`config.mk`:
```
export PLATFORM = sky130hd
export DESIGN_NAME = dpram_core
export DESIGN_NICKNAME = d
export VERILOG_FILES = /design/src/rtl/dpram_core.sv
export SDC_FILE = /design/constraint.sdc
export NUM_CORES = 1
export LEC_CHECK = 0
export ABC_AREA = 1
export CAP_MARGIN = 20
export CORE_MARGIN = 2
export CORE_UTILIZATION = 37
export CTS_BUF_LIST = sky130_fd_sc_hd__clkbuf_8
export CTS_CLUSTER_SIZE = 30
export DETAILED_ROUTE_END_ITERATION = 8
export GPL_ROUTABILITY_DRIVEN = 1
export GPL_TIMING_DRIVEN = 0
export HOLD_SLACK_MARGIN = 0.1
export PLACE_DENSITY = 0.58
export SLEW_MARGIN = 20
export SYNTH_ARGS = -nofsm -noshare
export SYNTH_HDL_FRONTEND = slang
export SYNTH_SLANG_ARGS = --single-unit
```
`constraint.sdc`:
```
create_clock -name clk -period 3.12 [get_ports clk]
set_clock_uncertainty 0.15 [all_clocks]
set_input_delay 0.624 -clock clk [delete_from_list [all_inputs] [get_ports clk]]
set_output_delay 0.624 -clock clk [all_outputs]
set_load 0.05 [all_outputs]
```
`src/rtl/dpram_core.sv`:
```
// dpram_core: one-write/one-read RAM in a single clock domain with
// registered read data, write-first bypass on address collision, a
// per-word "written" flag and an occupancy count of distinct words written.
module dpram_core #(
    parameter int DATA_WIDTH = 8,
    parameter int ADDR_WIDTH = 4
) (
    input  logic                  clk,
    input  logic                  rst,
    input  logic                  wr_enb,
    input  logic [ADDR_WIDTH-1:0] wr_addr,
    input  logic [DATA_WIDTH-1:0] wr_data,
    input  logic                  rd_enb,
    input  logic [ADDR_WIDTH-1:0] rd_addr,
    output logic [DATA_WIDTH-1:0] rd_data,
    output logic                  rd_valid,
    output logic                  rd_uninit,
    output logic [ADDR_WIDTH:0]   occupancy
);

    localparam int DEPTH = 2 ** ADDR_WIDTH;

    // Storage is cleared in a single reset cycle, so it lives in flops
    // rather than a block RAM.
    logic [DATA_WIDTH-1:0] r_mem [DEPTH];
    logic [DEPTH-1:0]      r_written;

    logic [DATA_WIDTH-1:0] r_rd_data;
    logic                  r_rd_valid;
    logic                  r_rd_uninit;
    logic [ADDR_WIDTH:0]   r_occupancy;

    logic                  w_collide;
    logic                  w_new_word;

    assign w_collide  = wr_enb && (wr_addr == rd_addr);
    assign w_new_word = wr_enb && !r_written[wr_addr];

    genvar gi;
    generate
        for (gi = 0; gi < DEPTH; gi++) begin : g_word
            // Per-word storage and written flag, loaded when this word is addressed.
            always_ff @(posedge clk) begin
                if (rst) begin
                    r_mem[gi]     <= '0;
                    r_written[gi] <= 1'b0;
                end else if (wr_enb && (wr_addr == ADDR_WIDTH'(gi))) begin
                    r_mem[gi]     <= wr_data;
                    r_written[gi] <= 1'b1;
                end
            end
        end
    endgenerate

    // Occupancy only counts first writes, so it stops at DEPTH without wrapping.
    always_ff @(posedge clk) begin
        if (rst) begin
            r_occupancy <= '0;
        end else if (w_new_word) begin
            r_occupancy <= r_occupancy + (ADDR_WIDTH + 1)'(1);
        end
    end

    // Registered read port; a same-address write wins over stored contents.
    always_ff @(posedge clk) begin
        if (rst) begin
            r_rd_data   <= '0;
            r_rd_valid  <= 1'b0;
            r_rd_uninit <= 1'b0;
        end else if (rd_enb) begin
            r_rd_valid <= 1'b1;
            if (w_collide) begin
                r_rd_data   <= wr_data;
                r_rd_uninit <= 1'b0;
            end else begin
                r_rd_data   <= r_mem[rd_addr];
                r_rd_uninit <= ~r_written[rd_addr];
            end
        end else begin
            r_rd_valid  <= 1'b0;
            r_rd_uninit <= 1'b0;
        end
    end

    assign rd_data   = r_rd_data;
    assign rd_valid  = r_rd_valid;
    assign rd_uninit = r_rd_uninit;
    assign occupancy = r_occupancy;

endmodule

```
==> impl_metrics.env <==
export IMPL_detail_route_first_pass_iterations=7
export IMPL_first_iter_violations=622
export IMPL_fin_area_um2=8540
export IMPL_grt_max_degree=17
export IMPL_ant_nets=0
export IMPL_antenna_found_initial=0
export IMPL_die_area_um2=21500
export IMPL_relSlewSlack_pct=36.8
export IMPL_ir_drop_mv=0.370
export IMPL_yosysTopAreaCellShare_pct=51.2
export IMPL_status="finished clean"
export IMPL_slew_violations=0
export IMPL_ys_seq_area_share_pct=59.4
export IMPL_yosysMostFrequentCell="nand2_1"
export IMPL_die_h_um=146
export IMPL_pwr_share_comb_pct=12.4
export IMPL_drc_errors=0
export IMPL_endpoint_kind="flop"
export IMPL_cts_resized=0
export IMPL_synthArstFlopShare_pct=0
export IMPL_p_sw_share_pct=27.2
export IMPL_die_w_um=146
export IMPL_synth_fp_nets=888
export IMPL_wirelength_um=22400
export IMPL_critical_path_top_delay_family="compound AO/OA/AOI/OAI gates"
export IMPL_yosys_register_bits=159
export IMPL_clock_latency_ns=0.47
export IMPL_synth_area_leaders="edfxtp_1 51%, nand2_1 9.5%, nor2_1 9.1%, dfxtp_1 8.3%, nand3_1 6.3%"
export IMPL_gp_congestion=0.935
export IMPL_intPower_mw=3.24
export IMPL_nets=940
export IMPL_cts_clk_slew_worst_paths_ns=0.08
export IMPL_rsz0062_at_grt="false"
export IMPL_cts_sinks=159
export IMPL_clock_root_buffer="clkbuf_8"
export IMPL_hold_viol=0
export IMPL_yosysUniqueCellTypes=28
export IMPL_via_count=6158
export IMPL_syn_area_um2=7510
export IMPL_ys_top_cells_by_count="190 x nand2_1, 182 x nor2_1, 128 x edfxtp_1"
export IMPL_dp_slack_ns=-0.0331
export IMPL_grt_pass1_wl_um=34000
export IMPL_finalSetupViolations=0
export IMPL_cts_tree="built"
export IMPL_overflow=0
export IMPL_hold_path_class="flop to flop"
export IMPL_final_core_util_pct=42.5
export IMPL_cp_max_fo=8
export IMPL_startpoint_type="input port"
export IMPL_maxCapViolations=0
export IMPL_switchingPower_mw=1.21
export IMPL_initial_utilization_pct=37.4
export IMPL_placed_area_um2=8180
export IMPL_ctsHoldBuffers=0
export IMPL_crit_required_ns=3.06
export IMPL_fin_ws_ns=0.514
export IMPL_synth_edf_count=128
export IMPL_wl_per_cell_um=18.6
export IMPL_critPathMaxStageDelay_ns=0.77
export IMPL_syn_inst=867
export IMPL_worstPathArrival_ns=2.55
export IMPL_clock_path_buffers=2
export IMPL_nFillCells=2021
export IMPL_port_buffers=31
export IMPL_path_buf_inv=2
export IMPL_yosysTopAreaCell="edfxtp_1"
export IMPL_grt_usage_pct=21.5
export IMPL_path_cells="clkdlybuf4s50_1 > nor2_1 > inv_1 > o21ai_1"
export IMPL_drive_gt1_share_pct=6.65
export IMPL_period_minus_slack_ns=2.61
export IMPL_cts_made_buffers=17
export IMPL_clkPwrFrac_pct=32.8
export IMPL_power_density_nw_per_um2=522
export IMPL_std_cell_rows=52
export IMPL_ys_dominant_reg_cell="edfxtp_1"
export IMPL_ios=35
export IMPL_hpwl_um=15900
export IMPL_path_class="input port to flop"
export IMPL_reg2reg_slack_ns=1.65
export IMPL_worst_slew_pin_slew_ns=0.942
export IMPL_slowest_stage="o21ai_1"
export IMPL_htree_levels=4
export IMPL_area_growth_pct=13.7
export IMPL_viasPerCell=5.12
export IMPL_seq_power_share_pct=54.7
export IMPL_max_freq_mhz=384
export IMPL_core_area_um2=20100
export IMPL_num_antenna_cells=0
export IMPL_first_global_vias=5770
export IMPL_post_cts_buffers=0
export IMPL_synth_area_per_cell_um2=8.66
export IMPL_yosysWarnings=0
export IMPL_p_leak_nw=3.42
export IMPL_post_route_period_util_pct=83.5
==> state kept, by name, summed over array words and instances, names as in the netlist <==
signal,flops
r_written,16
occupancy,5
r_mem,128
rd_data,8
rd_valid,1
rd_uninit,1
==> path summary, 6_finish.rpt <==
path	end	cells past startpoint	startpoint
max	r_mem[2][3]$_SDFFCE_PN0P_	4	wr_addr[3]
min	r_written[5]$_SDFFE_PP0P_	2	r_written[5]$_SDFFE_PP0P_
max reg2reg	rd_data[4]$_SDFFE_PP0P_	8	r_mem[14][4]$_SDFFCE_PN0P_
min reg2reg	r_written[5]$_SDFFE_PP0P_	2	r_written[5]$_SDFFE_PP0P_
==> power groups by stage <==
stage | Combinational (mW) | Clock [mW] | Sequential [mW]
floorplan | 0.294 | 0 | 2.52
global route | 0.605 | 1.56 | 2.45
CTS | 0.549 | 1.49 | 2.44
finish | 0.555 | 1.46 | 2.44
detailed placement | 0.547 | 0 | 2.49
global placement | 0.540 | 0 | 2.49
==> cell families (layout without fill, tap and decap cells) <==
logic type / Yosys count / after routing / synth area share (%)
AND/OR/NAND/NOR: 487 / 487 / 26.7
adder cells (fa/ha/maj): 1 / 1 / 0.167
AO/OA/AOI/OAI: 94 / 94 / 6.71
XOR/XNOR: 4 / 4 / 0.466
buffers and inverters: 122 / 187 / 6.51
flip-flops: 159 / 159 / 59.4
==> per-stage QoR <==
stage               TNS, ns  hold slack, ns  std cells  power [mW]
floorplan                 0           0.295        867        2.82
global placement     -21.52           0.311       1168        3.03
detailed placement   -0.305           0.309       1170        3.04
CTS                       0           0.324       1202        4.48
global route              0           0.347       1202        4.62
finish                    0           0.319       1202        4.46
==> layout by cell type (no fill, tap or decap), types with 3 or more instances in the layout <==
master	instances
nor2_1	182
edfxtp_1	128
clkbuf_1	30
buf_2	10
clkinv_1	10
clkinvlp_4	4
inv_1	62
o21ai_1	23
nor2_2	5
nand3_1	94
dfxtp_1	31
xnor2_1	3
nand2_1	190
inv_2	9
buf_4	5
clkbuf_8	17
o21ai_0	41
nand4_1	14
clkdlybuf4s50_1	31
o211ai_1	5
a21oi_1	20
==> cell type report <==
| cell class | count | area, um2 | share of cell area [%] |
|---|---|---|---|
| Buffer | 46 | 204 | 2.39 |
| Clock buffer | 17 | 234 | 2.74 |
| Clock inverter | 15 | 133 | 1.55 |
| Inverter | 76 | 285 | 3.34 |
| Multi-Input combinational cell | 586 | 2560 | 30.0 |
| Sequential cell | 159 | 4460 | 52.3 |
| Tap cell | 270 | 338 | 3.95 |
| Timing Repair Buffer | 33 | 325 | 3.81 |
==> per-layer routing <==
layer,part of all wire (%),vias to the layer above,routed length [um],track usage (%)
li1,-,2975,-,-
met1,43,2868,9740,29.1
met2,45,252,10100,33.5
met3,8.2,63,1830,5.41
met4,3.3,0,745,8.30
met5,0,-,0,0
==> tightest hold or removal path, stage by stage, from the launching register on <==
cell     delay, ns
dfxtp_1       0.32
nand2_1       0.06
nand2_1       0.05
No activity file was read; power rests on OpenSTA's default activity.
